==> src/rtl/invaders_ram_arbiter.sv <==
// invaders_ram_arbiter
// Shares the single-port work/video RAM between the 8080 CPU port and the
// video fetcher. After reset the whole RAM is zero-filled, then accesses are
// granted one at a time. Video wins a simultaneous request unless it won the
// previous one. Every access takes three cycles: the grant, the RAM access,
// and the response.
module invaders_ram_arbiter #(
  parameter int ADDR_W         = 13,
  parameter bit CLEAR_ON_RESET = 1'b1
) (
  input  logic              i_clk,
  input  logic              i_rst,
  input  logic              i_cpu_req,
  input  logic              i_cpu_we,
  input  logic [ADDR_W-1:0] i_cpu_addr,
  input  logic [7:0]        i_cpu_wdata,
  output logic              o_cpu_ack,
  output logic [7:0]        o_cpu_rdata,
  input  logic              i_vid_req,
  input  logic [ADDR_W-1:0] i_vid_addr,
  output logic              o_vid_ack,
  output logic [7:0]        o_vid_rdata,
  output logic [ADDR_W-1:0] o_ram_addr,
  output logic              o_ram_we,
  output logic [7:0]        o_ram_wdata,
  input  logic [7:0]        i_ram_rdata,
  output logic              o_busy
);

  typedef enum logic [1:0] {S_CLEAR, S_IDLE, S_ACCESS, S_RESP} state_t;

  localparam state_t            RST_STATE = CLEAR_ON_RESET ? S_CLEAR : S_IDLE;
  localparam logic [ADDR_W-1:0] ADDR_MAX  = {ADDR_W{1'b1}};

  state_t              r_state,     w_state_nxt;
  logic [ADDR_W-1:0]   r_clr_cnt,   w_clr_cnt_nxt;
  logic                r_last_vid,  w_last_vid_nxt;
  logic                r_gnt_vid,   w_gnt_vid_nxt;
  logic                r_gnt_we,    w_gnt_we_nxt;
  logic [ADDR_W-1:0]   r_ram_addr,  w_ram_addr_nxt;
  logic                r_ram_we,    w_ram_we_nxt;
  logic [7:0]          r_ram_wdata, w_ram_wdata_nxt;
  logic                r_cpu_ack,   w_cpu_ack_nxt;
  logic                r_vid_ack,   w_vid_ack_nxt;
  logic [7:0]          r_cpu_rdata, w_cpu_rdata_nxt;
  logic [7:0]          r_vid_rdata, w_vid_rdata_nxt;
  logic                r_busy,      w_busy_nxt;
  logic                w_grant_vid;

  // Video takes a pending request unless the CPU is also waiting and video won last time.
  assign w_grant_vid = i_vid_req & ~(i_cpu_req & r_last_vid);

  // Next-state and next-output logic for the clear/arbitrate/access sequence.
  always_comb begin
    w_state_nxt     = r_state;
    w_clr_cnt_nxt   = r_clr_cnt;
    w_last_vid_nxt  = r_last_vid;
    w_gnt_vid_nxt   = r_gnt_vid;
    w_gnt_we_nxt    = r_gnt_we;
    w_ram_addr_nxt  = r_ram_addr;
    w_ram_we_nxt    = 1'b0;
    w_ram_wdata_nxt = r_ram_wdata;
    w_cpu_ack_nxt   = 1'b0;
    w_vid_ack_nxt   = 1'b0;
    w_cpu_rdata_nxt = r_cpu_rdata;
    w_vid_rdata_nxt = r_vid_rdata;
    w_busy_nxt      = 1'b0;
    case (r_state)
      S_CLEAR: begin
        // busy drops on the first IDLE edge, together with ram_we.
        w_busy_nxt      = 1'b1;
        w_ram_we_nxt    = 1'b1;
        w_ram_wdata_nxt = 8'h00;
        w_ram_addr_nxt  = r_clr_cnt;
        w_clr_cnt_nxt   = r_clr_cnt + {{(ADDR_W-1){1'b0}}, 1'b1};
        if (r_clr_cnt == ADDR_MAX) begin
          w_state_nxt = S_IDLE;
        end else begin
          w_state_nxt = S_CLEAR;
        end
      end
      S_IDLE: begin
        if (w_grant_vid) begin
          w_ram_addr_nxt = i_vid_addr;
          w_ram_we_nxt   = 1'b0;
          w_gnt_vid_nxt  = 1'b1;
          w_gnt_we_nxt   = 1'b0;
          w_last_vid_nxt = 1'b1;
          w_state_nxt    = S_ACCESS;
        end else if (i_cpu_req) begin
          w_ram_addr_nxt  = i_cpu_addr;
          w_ram_we_nxt    = i_cpu_we;
          w_ram_wdata_nxt = i_cpu_wdata;
          w_gnt_vid_nxt   = 1'b0;
          w_gnt_we_nxt    = i_cpu_we;
          w_last_vid_nxt  = 1'b0;
          w_state_nxt     = S_ACCESS;
        end else begin
          w_state_nxt = S_IDLE;
        end
      end
      S_ACCESS: begin
        // The RAM samples address/we on this edge; q is valid in RESP.
        w_state_nxt = S_RESP;
      end
      S_RESP: begin
        if (r_gnt_vid) begin
          w_vid_ack_nxt   = 1'b1;
          w_vid_rdata_nxt = i_ram_rdata;
        end else begin
          w_cpu_ack_nxt = 1'b1;
          if (!r_gnt_we) begin
            w_cpu_rdata_nxt = i_ram_rdata;
          end else begin
            w_cpu_rdata_nxt = r_cpu_rdata;
          end
        end
        w_state_nxt = S_IDLE;
      end
      default: begin
        w_state_nxt = RST_STATE;
      end
    endcase
  end

  // State and output registers; reset aborts any access and restarts the clear.
  always_ff @(posedge i_clk or posedge i_rst) begin
    if (i_rst) begin
      r_state     <= RST_STATE;
      r_clr_cnt   <= '0;
      r_last_vid  <= 1'b0;
      r_gnt_vid   <= 1'b0;
      r_gnt_we    <= 1'b0;
      r_ram_addr  <= '0;
      r_ram_we    <= 1'b0;
      r_ram_wdata <= 8'h00;
      r_cpu_ack   <= 1'b0;
      r_vid_ack   <= 1'b0;
      r_cpu_rdata <= 8'h00;
      r_vid_rdata <= 8'h00;
      r_busy      <= CLEAR_ON_RESET;
    end else begin
      r_state     <= w_state_nxt;
      r_clr_cnt   <= w_clr_cnt_nxt;
      r_last_vid  <= w_last_vid_nxt;
      r_gnt_vid   <= w_gnt_vid_nxt;
      r_gnt_we    <= w_gnt_we_nxt;
      r_ram_addr  <= w_ram_addr_nxt;
      r_ram_we    <= w_ram_we_nxt;
      r_ram_wdata <= w_ram_wdata_nxt;
      r_cpu_ack   <= w_cpu_ack_nxt;
      r_vid_ack   <= w_vid_ack_nxt;
      r_cpu_rdata <= w_cpu_rdata_nxt;
      r_vid_rdata <= w_vid_rdata_nxt;
      r_busy      <= w_busy_nxt;
    end
  end

  assign o_cpu_ack   = r_cpu_ack;
  assign o_cpu_rdata = r_cpu_rdata;
  assign o_vid_ack   = r_vid_ack;
  assign o_vid_rdata = r_vid_rdata;
  assign o_ram_addr  = r_ram_addr;
  assign o_ram_we    = r_ram_we;
  assign o_ram_wdata = r_ram_wdata;
  assign o_busy      = r_busy;

endmodule

==> config.mk <==
export PLATFORM = sky130hd
export DESIGN_NAME = invaders_ram_arbiter
export DESIGN_NICKNAME = d
export VERILOG_FILES = /design/src/rtl/invaders_ram_arbiter.sv
export SDC_FILE = /design/constraint.sdc
export NUM_CORES = 1
export LEC_CHECK = 0
export BUFFER_PORTS_ARGS = -buffer_cell sky130_fd_sc_hd__buf_2
export CORE_MARGIN = 1.5
export CORE_UTILIZATION = 49
export CTS_CLUSTER_SIZE = 20
export DETAILED_ROUTE_END_ITERATION = 8
export PLACE_DENSITY = 0.79
export REMOVE_ABC_BUFFERS = 1
export SYNTH_ARGS = -nofsm -noshare
export SYNTH_HDL_FRONTEND = slang
export SYNTH_SLANG_ARGS = --single-unit
==> constraint.sdc <==
create_clock -name i_clk -period 2.1 [get_ports i_clk]
set_input_delay 0.42 -clock i_clk [delete_from_list [all_inputs] [get_ports i_clk]]
set_output_delay 0.42 -clock i_clk [all_outputs]
set_load 0.01 [all_outputs]
## After elaboration in Yosys (flattened, before gate mapping)

Cells that the tools add are included.

- Input bits: 47
- Latch bits: 0
- Memories: 0
- Register bits: 58
- ROM bits: 0
- Bits in writable memories: 0
- Word-level logic and storage cells: 55
- Output and inout port bits: 41

- Add/subtract/negate cells: 1
- Bitwise logic cells: 5
- Multipliers: 0
- Div/mod/pow operators: 0
- Equal/unequal tests: 7
- Reduce and logical (&&, ||, !) cells: 8
- Shift-type cells: 0
- Magnitude comparators: 0
- Multiplexer cells: 22

Operator list:

| kind | number |
|---|---|
| 13-bit two-way mux | 2 |
| 13-bit case mux with 2 select lines | 1 |
| 8-bit two-way mux | 2 |
| 8-bit case mux with 2 select lines | 1 |
| 13-bit by 1-bit adder with 13-bit output, second input constant | 1 |
| 13-bit == test, second input constant | 1 |
| 1-bit two-way mux | 12 |
| 2-bit case mux with 4 select lines | 1 |
| 2-bit AND reduction | 3 |
| 3-bit AND reduction | 2 |
| 2-bit == test, second input constant | 2 |
| 2-bit two-way mux | 2 |
| 2-bit != test, second input constant | 2 |
| 2-bit nonzero test | 2 |
| 3-bit != test, second input constant | 1 |
| 1-bit NOT | 3 |
| 1-bit AND | 2 |
| 2-bit by 1-bit == test with 1-bit output, second input constant | 1 |
| 2-bit zero test | 1 |
| 1-bit case mux with 2 select lines | 1 |

## Longest topological paths before layout

Gate-level depths: netlist of run 1.

- Depth in word-level cells: 5
- Mapped depth: 5
- Gate-level depth less buffers: 5

## Worst setup path after synthesis of run 1

No wires, ideal clock.

- Path type: register to register
- Start: register r_clr_cnt[0]
- End: register r_clr_cnt[12]
- Required time: 2.021 ns
- Clock period less this slack: 1.558 ns
- Path slack: 0.542 ns
- Library setup time: 0.079 ns
- Stages on the path, launching flop included: 6
- Arrival: 1.479 ns
- Path through: dfrtp_1 ha_1 nand2_1 or4_4 nor3_4 xor2_1

- Cells in the longest elaborated chain, start to end: 1

RTL lines:

| what | line | text |
|---|---|---|
| start: declaration | 36 | `logic [ADDR_W-1:0] r_clr_cnt, w_clr_cnt_nxt;` |
| start signal: assignment | 144 | `r_clr_cnt <= w_clr_cnt_nxt;` |
| 13-bit by 1-bit adder with 13-bit output | 75 | `w_clr_cnt_nxt = r_clr_cnt + {{(ADDR_W-1){1'b0}}, 1'b1};` |

No other way between the ends.
A chain may end at the register's enable or synchronous reset.

==> results of run 1 <==
sequential cells by signal, summed over array words and instances (netlist names), named ones only:
register	count
o_vid_rdata	8
o_ram_we	1
r_state	1
r_gnt_vid	1
o_vid_ack	1
o_cpu_ack	1
r_clr_cnt	13
o_ram_wdata	8
o_busy	1
r_gnt_we	1
o_ram_addr	13
o_cpu_rdata	8
layout make-up:
type                    instances  area (um2)  share of cell area (%)
inverters                       9       33.78                   1.043
multi-input cells             132       997.2                   30.78
clock inverters                 5       30.03                  0.9270
repair buffers                 94       500.5                   15.45
flip-flops and latches         58        1453                   44.84
clock buffers                  11       141.4                   4.365
well taps                      67       83.83                   2.588
logic make-up (layout without fill, tap and decap cells):
kind of cell,count (synthesis),after routing,synth area share [%]
fa+ha+maj,1,1,0.4940
compound gates,41,41,9.832
flops,58,58,57.36
simple gates,45,45,10.82
xor+xnor,12,12,4.150
mux,33,33,13.88
buf+inv,18,119,3.458
power breakdown:
part / leakage [nW] / switching, mW / internal (mW)
logic: 0.813 / 0.895 / 0.815
clock network: 0.0851 / 0.426 / 0.453
registers: 0.731 / 0.345 / 1.59
path summary, 6_finish.rpt:
| kind | from | to | slack (ps) |
|---|---|---|---|
| max | flip-flop | flip-flop | 380 |
| min | i_rst | o_vid_ack | 140 |
| max reg2reg | flip-flop | flip-flop | 380 |
| min reg2reg | o_ram_addr[2] | o_ram_addr[2] | 500 |
| max in group asynchronous | i_rst | o_busy | 1660 |
| min in group i_clk | i_cpu_wdata[2] | o_ram_wdata[2] | 310 |
worst min-delay path, stage by stage:
cell	delay, ps
buf_2	100
inv_2	60
buf_12	280
through the flow:
step	setup slack (ps)	hold slack (ps)	power (mW)	utilization (%)
floorplan	20.85	455.8	2.919	-
global placement	383.3	477.1	3.592	63.28
detailed placement	252.3	481.5	3.674	63.28
CTS	358.7	146.6	4.581	66.81
global route	203.5	169.3	4.857	66.81
finish	376.8	144.6	4.525	66.81
synth_stat cells:
cell type and instances:
nand2b_1 1, buf_4 1, nand3_2 1, xor2_1 7
a21oi_1 14, dfstp_2 1, nor3_4 1, and3_1 1
o21ai_0 14, buf_6 2, o211ai_1 1, xnor2_1 5
or4_4 1, dfrtp_1 57, a22o_1 6, nand3_1 3
nor3b_1 10, mux2i_1 16, ha_1 1, nor4_1 1
nor3_2 2, nand2_1 11, nor3_1 4, nand4_1 2
clkbuf_1 5, inv_1 9, nor2_1 6, o31ai_1 1
a21boi_2 1, a21o_1 2, o2bb2ai_1 1, mux2_2 17
a31oi_1 1, buf_2 1, nor2_4 1
routing by layer:
layer,vias to the layer above,global-route usage (%)
li1,929,-
met1,949,27.26
met2,53,34.51
met3,7,4.150
met4,0,9.293
met5,-,0
==> run summary, run 1 <==
CP Depth -> 3
CP endpoint kind -> flip-flop
# fillers -> 387
Cell total after placement -> 360
H-tree depth -> 3
Clk_lat worst skew -> 330 ps
Bufs and invs on worst path -> 1
Largest area contributor in the netlist -> dfrtp_1
Synth Cell Area -> 0.002532 mm2
Yosys top cell area share -> 56.32%
Final hold viol count -> 0
RD Place Congestion -> 0.7257
Vias in the first global route -> 1838
Most frequent cells in the layout -> 87 x buf_2, 57 x dfrtp_1, 17 x mux2_2
Final Max Slew Viols -> 0
Hold-fix buffers at CTS -> 0
Largest net degree at the start of global routing -> 59
Final non-filler cell total -> 376
CTS Root Buffer Type -> clkbuf_8
Worst reg2reg path depth -> 3
Cell Chain, Critical Path -> inv_1 > o211ai_1 > o21ai_0
Area of the core -> 0.004848 mm2
Syn Inst Count -> 208
Area Overhead vs Synth -> 27.92%
Clock tree buffer depth -> 2
Initial antenna violation count -> 0
Post-CTS Repair Setup Buffers -> 0
Slowest stage cell on the critical path -> dfrtp_1
TritonCTS clock tree -> done
Worst Skew -> 6.692 ps
First-pass GRT wire length -> 8666 um
DRT met1 WL -> 2255 um
Cell family with most CP delay -> compound AO/OA/AOI/OAI gates
Top-Level Pins -> 88
Top routing layer in use -> met4
Pre-antenna DRT Iters -> 4
Number of remaining DRC errors -> 0
Design area -> 0.003239 mm2
Nets -> 352
Slew @ Worst Pin -> 969.8 ps
HPWL Detailed -> 3771 um
Via density -> 5.154
CP Launch Type -> flip-flop
Rel. slew slack -> 35.06%
Via count -> 1938
Most common cell after layout, fill and taps aside -> buf_2
Maximum clock frequency -> 580.3 MHz
Antenna cells -> 0
Worst Path Required -> 2240 ps
Final setup violation count -> 0
Final Cycle Share -> 82.06%
Max Cap Viol -> 0
Pwr/cell area -> 1397 mW/mm2
Status -> complete, no violations
DR WL met3 -> 235 um
Clk slew on worst S/H paths -> 70 ps
Gr usage total -> 21.05%
Routed WL per cell -> 14.06 um
Worst EP arrival -> 1860 ps
Minimum clock period -> 1723 ps
Met2 Wirelength -> 2726 um
VDD IR max -> 0.0007453 V
Netlist cell types -> 35
CP max FO -> 14
Sequential share of the synthesized area -> 57.36%
Critical path class -> reg2reg
Die ar. -> 0.005609 mm2
Initial Util -> 52.23%
Setup tns final -> 0 ps
Number of synthesized register bits -> 58
Ranking of synthesized cells by area -> dfrtp_1 56%, mux2_2 7.6%, mux2i_1 6.3%
IO Port Bufs -> 87
Hold Path Class -> in2async
Clk sinks -> 58
Synth Warn # -> 0
Antenna-violating nets left -> 0
DP Area -> 0.003068 mm2
Chip width -> 74.89 um
Fraction of layout cells with a size suffix above 1 -> 44.01%
Initial DRC Count -> 90
Post-synthesis area per instance -> 12.18 um2
CP max stage delay -> 630 ps
RSZ-0062 raised after global routing -> false
CTS buffer count -> 9
Leakage -> 1.629 nW
CTS-repair resized insts -> 0
Placement Rows -> 25
Grt total ovfl -> 0
Final WL -> 5285 um
Vert. Die Dim -> 74.89 um
Note: power is estimated with default switching activity, not from simulation.
==> inputs of run 2 (changes only) <==
ABC_AREA = 1   (was default)
CORE_UTILIZATION = 46   (was 49)
PLACE_DENSITY = 0.76   (was 0.79)
clock period = 1.55 ns   (was 2.1 ns; I/O delays follow)
==> run summary, run 2 <==
Critical path class -> reg2reg
Origin of the critical flop-to-flop path -> r_state[0]
IO Port Bufs -> 87 (unchanged)
RD Place Congestion -> 0.7540 (+3.9%)
Worst Skew -> 6.755 ps (+0.06281 ps)
Hold Crit Start -> i_cpu_wdata[4]
Asr flop ratio synth -> 100.0% (unchanged)
Setup WS post-layout -> 144.7 ps (-232.2 ps)
Number of synthesized flops with an enable pin -> 0 (unchanged)
Syn Inst Count -> 320 (+54%)
CP max FO -> 6 (-8)
Most frequent cells in the layout -> 87 x buf_2, 65 x nand2_1, 57 x dfrtp_1
VDD IR max -> 0.0008949 V (+20%)
Hold Path Class -> in2reg
Final Max Slew Viols -> 0 (unchanged)
Worst reg2reg path depth -> 6 (+3)
Ranking of synthesized cells by area -> dfrtp_1 52%, nand2_1 8.9%, inv_1 5.8%
Final hold viol count -> 0 (unchanged)
Maximum clock frequency -> 711.6 MHz (+23%)
H-tree depth -> 3 (unchanged)
Grt total ovfl -> 0 (unchanged)
Vert. Die Dim -> 80.08 um (+6.9%)
Minimum clock period -> 1405 ps (-317.8 ps)
Routed WL per cell -> 12.64 um (-10%)
Prevailing post-synth register cell -> dfrtp_1
Hold WS -> 201.1 ps (+56.50 ps)
Chip width -> 80.08 um (+6.9%)
Initial DRC Count -> 85 (-5.6%)
Post-synthesis area per instance -> 8.539 um2 (-30%)
Nets -> 466 (+32%)
Final WL -> 6259 um (+18%)
Vias in the first global route -> 2425 (+32%)
Placement Rows -> 27 (+8.0%)
Area Overhead vs Synth -> 28.53%
Pwr/cell area -> 1900 mW/mm2 (+36%)
Die ar. -> 0.006412 mm2 (+14%)
Worst reg2reg path endpoint -> r_clr_cnt[9]
CTS buffer count -> 9 (unchanged)
Area of the core -> 0.005608 mm2 (+16%)
Status -> complete, no violations
Synth Cell Area -> 0.002733 mm2 (+7.9%)
Max Cap Viol -> 0 (unchanged)
Largest net degree at the start of global routing -> 29 (-51%)
Antenna cells -> 0 (unchanged)
Area of the multi-input gates -> 0.001045 mm2 (+4.8%)
Clk slew on worst S/H paths -> 60 ps (about the same)
RSZ-0062 raised after global routing -> false
Most common cell after layout, fill and taps aside -> buf_2
Top-count cell post-synth -> nand2_1
First-pass GRT wire length -> 10720 um (+24%)
Initial Util -> 48.73% (-3.5 points)
Via count -> 2456 (+27%)
Worst EP arrival -> 1630 ps (-230 ps)
CP endpoint kind -> flip-flop
HPWL Detailed -> 4627 um (+23%)
Synth Warn # -> 0 (unchanged)
Register Area -> 0.001453 mm2 (unchanged)
CTS-repair resized insts -> 0 (unchanged)
Total power -> 6.673 mW (+47%)
Pre-antenna DRT Iters -> 4 (unchanged)
Setup tns final -> 0 ps (unchanged)
Clock tree buffer depth -> 2 (unchanged)
Antenna-violating nets left -> 0 (unchanged)
Gr usage total -> 21.79% (+0.74 points)
Final Cycle Share -> 90.67% (+8.6 points)
CTS Root Buffer Type -> clkbuf_8
Top cells by count, synth -> 65 x nand2_1, 57 x dfrtp_1, 42 x inv_1, 31 x nand3_1, 24 x nor2_1
Yosys top cell area share -> 52.20% (-4.1 points)
Worst Path Required -> 1780 ps (-460 ps)
Min-Delay Path Depth -> 3
Netlist cell types -> 25 (-29%)
Final setup violation count -> 0 (unchanged)
Hold path endpoint -> o_ram_wdata[4]
DP Area -> 0.003283 mm2 (+7.0%)
Final non-filler cell total -> 495 (+32%)
Number of synthesized register bits -> 58 (unchanged)
TritonCTS clock tree -> done
Reg2reg setup slack -> 140 ps (-230 ps)
Final Core Density -> 62.63% (-4.2 points)
Fraction of layout cells with a size suffix above 1 -> 31.68% (-12 points)
Number of remaining DRC errors -> 0 (unchanged)
Via density -> 4.962 (-3.7%)
Initial antenna violation count -> 0 (unchanged)
Leakage -> 1.911 nW (+17%)
Largest area contributor in the netlist -> dfrtp_1
Clk_lat worst skew -> 330 ps (about the same)
Cell total after placement -> 478 (+33%)
Design area -> 0.003512 mm2 (+8.4%)
CP Launch Type -> flip-flop
Clk sinks -> 58 (unchanged)
# fillers -> 505 (+30%)
Sequential share of the synthesized area -> 53.16% (-4.2 points)
DP Worst Slack -> 156.3 ps (-95.93 ps)
Slew @ Worst Pin -> 360.5 ps (-609.4 ps)
Rel. slew slack -> 75.88% (+41 points)
Top-Level Pins -> 88 (unchanged)
==> run 2: cell count changes after synthesis, moves of 14 or more <==
cell	previous run	this run
nand2_1	11	65
inv_1	9	42
nand3_1	3	31
nor2_1	6	24
mux2_2	17	0
mux2i_1	16	0
o21ai_1	0	14
==> run 2: where the power goes <==
part	leakage (nW)	switching, mW	internal (mW)	total, mW
Sequential	0.729	0.396	2.14	2.54
Clock	0.109	0.583	0.943	1.53
Combinational	1.07	1.57	1.04	2.61
==> run 2: area by class of cell <==
| cell class | count | share of cell area [%] |
|---|---|---|
| Clock inverter | 5 | 2.209 |
| Clock buffer | 11 | 4.026 |
| Inverter | 46 | 4.916 |
| Tap cell | 72 | 2.565 |
| Timing Repair Buffer | 98 | 15.18 |
| Multi-Input combinational cell | 205 | 29.75 |
| Sequential cell | 58 | 41.36 |
==> run 2: logic make-up after synthesis <==
logic type                 Yosys count  synth area share (%)
AOI/OAI and AO/OA                   50                 10.26
xor gates and xnor gates             9                 2.884
buffers and inverters               57                 8.608
and+or+nand+nor                    145                 24.63
DFF                                 58                 53.16
adders and majority gates            1                0.4578
==> run 2: worst max-delay path: stages, from the launching register on <==
cell and delay (ps):
dfrtp_1 450, nor2_4 220, nand2_1 120, nor2_2 240, nand4_1 140, nand2_1 90, inv_1 40
==> run 2: routing by layer <==
metal  global-route usage [%]  share of wire, %
met3                    4.091               5.8
met5                        0                 0
met2                    37.73                49
met4                    10.34               1.9
met1                    25.92                43
==> run 2: repair_timing <==
action | 4_1_cts | 5_1_grt
hold buffers | 1 | 0
setup buffers | 0 | 0
endpoints found under the hold margin | 14 | 0
==> run 2: worst max-delay path by stage <==
stage,slack (ps),start,depth (start not counted),endpoint
floorplan,-190,i_rst,1,async pin
CTS,150,r_state[0],6,r_clr_cnt[9]
finish,140,r_state[0],6,r_clr_cnt[9]
global placement,190,i_cpu_req,7,o_ram_wdata[4]
global route,30,r_state[0],7,r_clr_cnt[11]
detailed placement,160,i_cpu_req,7,o_ram_wdata[1]
==> inputs of run 3 (changes only) <==
CELL_PAD_IN_SITES_DETAIL_PLACEMENT = 0   (was default)
CELL_PAD_IN_SITES_GLOBAL_PLACEMENT = 2   (was default)
CORE_UTILIZATION = 26   (was 46)
CTS_CLUSTER_DIAMETER = 120   (was default)
PLACE_DENSITY = default   (was 0.76)
PLACE_DENSITY_LB_ADDON = 0.1   (was default)
==> run summary, run 3 (synthesized netlist as in run 2, its figures left out) <==
Status -> complete, no violations
Antenna-violating nets left -> 0 (unchanged)
RD Place Congestion -> 0.7111 (-5.7%)
Setup tns final -> 0 ps (unchanged)
Antenna cells -> 0 (unchanged)
Initial Util -> 26.59% (-22 points)
Chip width -> 105.5 um (+32%)
Rel. slew slack -> 75.13% (-0.75 points)
Top-Level Pins -> 88 (unchanged)
Clk slew on worst S/H paths -> 70 ps (about the same)
Slowest stage cell on the critical path -> dfrtp_1
CP max FO -> 14 (+8)
Slew @ Worst Pin -> 371.7 ps (+11.24 ps)
Net load switching power -> 2.602 mW (+2.1%)
H-tree depth -> 3 (unchanged)
Hold Path Class -> in2async
Final setup violation count -> 0 (unchanged)
Clk pwr share -> 20.1% (-2.8 points)
CP Launch Type -> flip-flop
Pre-antenna DRT Iters -> 4 (unchanged)
Largest net degree at the start of global routing -> 59 (+100%)
Worst reg2reg path endpoint -> o_ram_addr[12]
Placement Rows -> 37 (+37%)
CTS Root Buffer Type -> clkbuf_8
Routed WL per cell -> 13.54 um (+7.1%)
Initial DRC Count -> 113 (+33%)
Clk sinks -> 58 (unchanged)
Maximum clock frequency -> 739.6 MHz (+3.9%)
Via count -> 2386 (-2.9%)
Final Cycle Share -> 87.23% (-3.4 points)
Worst reg2reg path depth -> 6 (unchanged)
Design area -> 0.003551 mm2 (+1.1%)
Clk_lat worst skew -> 340 ps (about the same)
Final non-filler cell total -> 557 (+13%)
Final Max Slew Viols -> 0 (unchanged)
VDD IR max -> 0.0005653 V (-37%)
First-pass GRT wire length -> 12250 um (+14%)
Die ar. -> 0.01113 mm2 (+74%)
Most frequent cells in the layout -> 87 x buf_2, 65 x nand2_1, 57 x dfrtp_1
HPWL Detailed -> 5264 um (+14%)
Final Core Density -> 34.55% (-28 points)
Final WL -> 7544 um (+21%)
Leakage -> 1.894 nW (-0.88%)
Cell total after placement -> 541 (+13%)
Critical path class -> reg2reg
TritonCTS clock tree -> done
Via density -> 4.284 (-14%)
Number of remaining DRC errors -> 0 (unchanged)
Setup WS post-layout -> 197.9 ps (+53.27 ps)
CP most frequent cell -> nor2_1
IO Port Bufs -> 87 (unchanged)
DP Area -> 0.003368 mm2 (+2.6%)
Worst Path Required -> 1780 ps (about the same)
Final hold viol count -> 0 (unchanged)
Most common cell after layout, fill and taps aside -> buf_2
Area of the core -> 0.01028 mm2 (+83%)
Initial antenna violation count -> 0 (unchanged)
Minimum clock period -> 1352 ps (-53.27 ps)
Hold-fix buffers at CTS -> 0 (-1)
Fraction of layout cells with a size suffix above 1 -> 31.35% (-0.32 points)
DP Worst Slack -> 165.8 ps (+9.481 ps)
Logic pwr share -> 40.9% (+1.8 points)
Clock tree buffer depth -> 2 (unchanged)
Origin of the critical flop-to-flop path -> r_state[0]
Reg2reg setup slack -> 200 ps (+50 ps)
Grt total ovfl -> 0 (unchanged)
CP endpoint kind -> flip-flop
Gr usage total -> 14.37% (-7.4 points)
# fillers -> 1124 (+120%)
CTS-repair resized insts -> 0 (unchanged)
Switching Share -> 40.00% (+1.8 points)
Area Overhead vs Synth -> 29.95%
Vert. Die Dim -> 105.5 um (+32%)
Worst Skew -> 7.346 ps (+0.5915 ps)
CP max stage delay -> 450 ps (about the same)
Cell Chain, Critical Path -> inv_2 > nor2_4 > buf_4 > nor2_1 > nor2_1 > a21oi_1
RSZ-0062 raised after global routing -> false
Internal power -> 3.904 mW (-5.3%)
Vias in the first global route -> 2359 (-2.7%)
Worst EP arrival -> 1580 ps (-50 ps)
CTS buffer count -> 9 (unchanged)
Nets -> 464 (-0.43%)
Post-CTS Repair Setup Buffers -> 0 (unchanged)
Flop pwr share -> 39.0% (+1.0 points)
Max Cap Viol -> 0 (unchanged)
Pwr/cell area -> 1832 mW/mm2 (-3.6%)
## run 3: through the flow
step | total power, mW | hold WS, ps
floorplan | 4.096 | 447.7
global placement | 5.261 | 403.6
detailed placement | 5.279 | 402.1
CTS | 6.632 | 41.26
global route | 7.086 | 51.99
finish | 6.506 | 16.03
## run 3: worst max-delay path, delay by kind of cell (launching register included)
family	cells	cell delay, ps
buf+inv	2	340
flops	1	450
compound gates	1	80
simple gates	3	360
## run 3: power by group through the flow
| stage | registers (mW) | clock network (mW) | logic [mW] |
|---|---|---|---|
| after global placement | 2.56 | 0 | 2.70 |
| after global routing | 2.63 | 1.44 | 3.02 |
| after floorplan | 2.76 | 0 | 1.34 |
| after detailed placement | 2.57 | 0 | 2.71 |
| final | 2.54 | 1.31 | 2.66 |
| after CTS | 2.55 | 1.36 | 2.72 |
## run 3: layout make-up
type,instances,area [um2],area share (%)
well taps,136,170.2,4.792
clock buffers,14,172.7,4.863
clock inverters,2,10.01,0.2819
multi-input cells,205,1045,29.42
inverters,46,172.7,4.863
repair buffers,96,528.0,14.87
flip-flops and latches,58,1453,40.91
## run 3: how the worst max path moves through the flow
stage                     from        endpoint  cells past startpoint
finish              r_state[0]  o_ram_addr[12]                      6
global route        r_state[0]  o_ram_addr[12]                      6
CTS                  flip-flop  o_cpu_rdata[5]                      5
detailed placement   i_cpu_req  o_ram_wdata[1]                      7
global placement     i_cpu_req  o_ram_wdata[3]                      7
floorplan                i_rst       async pin                      1
## run 3: routing by layer
layer	GRT usage (%)	part of all wire, %	vias to the layer above
li1	-	-	1218
met1	19.76	51	1093
met2	21.48	42	63
met3	3.401	4.3	12
met4	6.371	2.1	0
met5	0	0	-
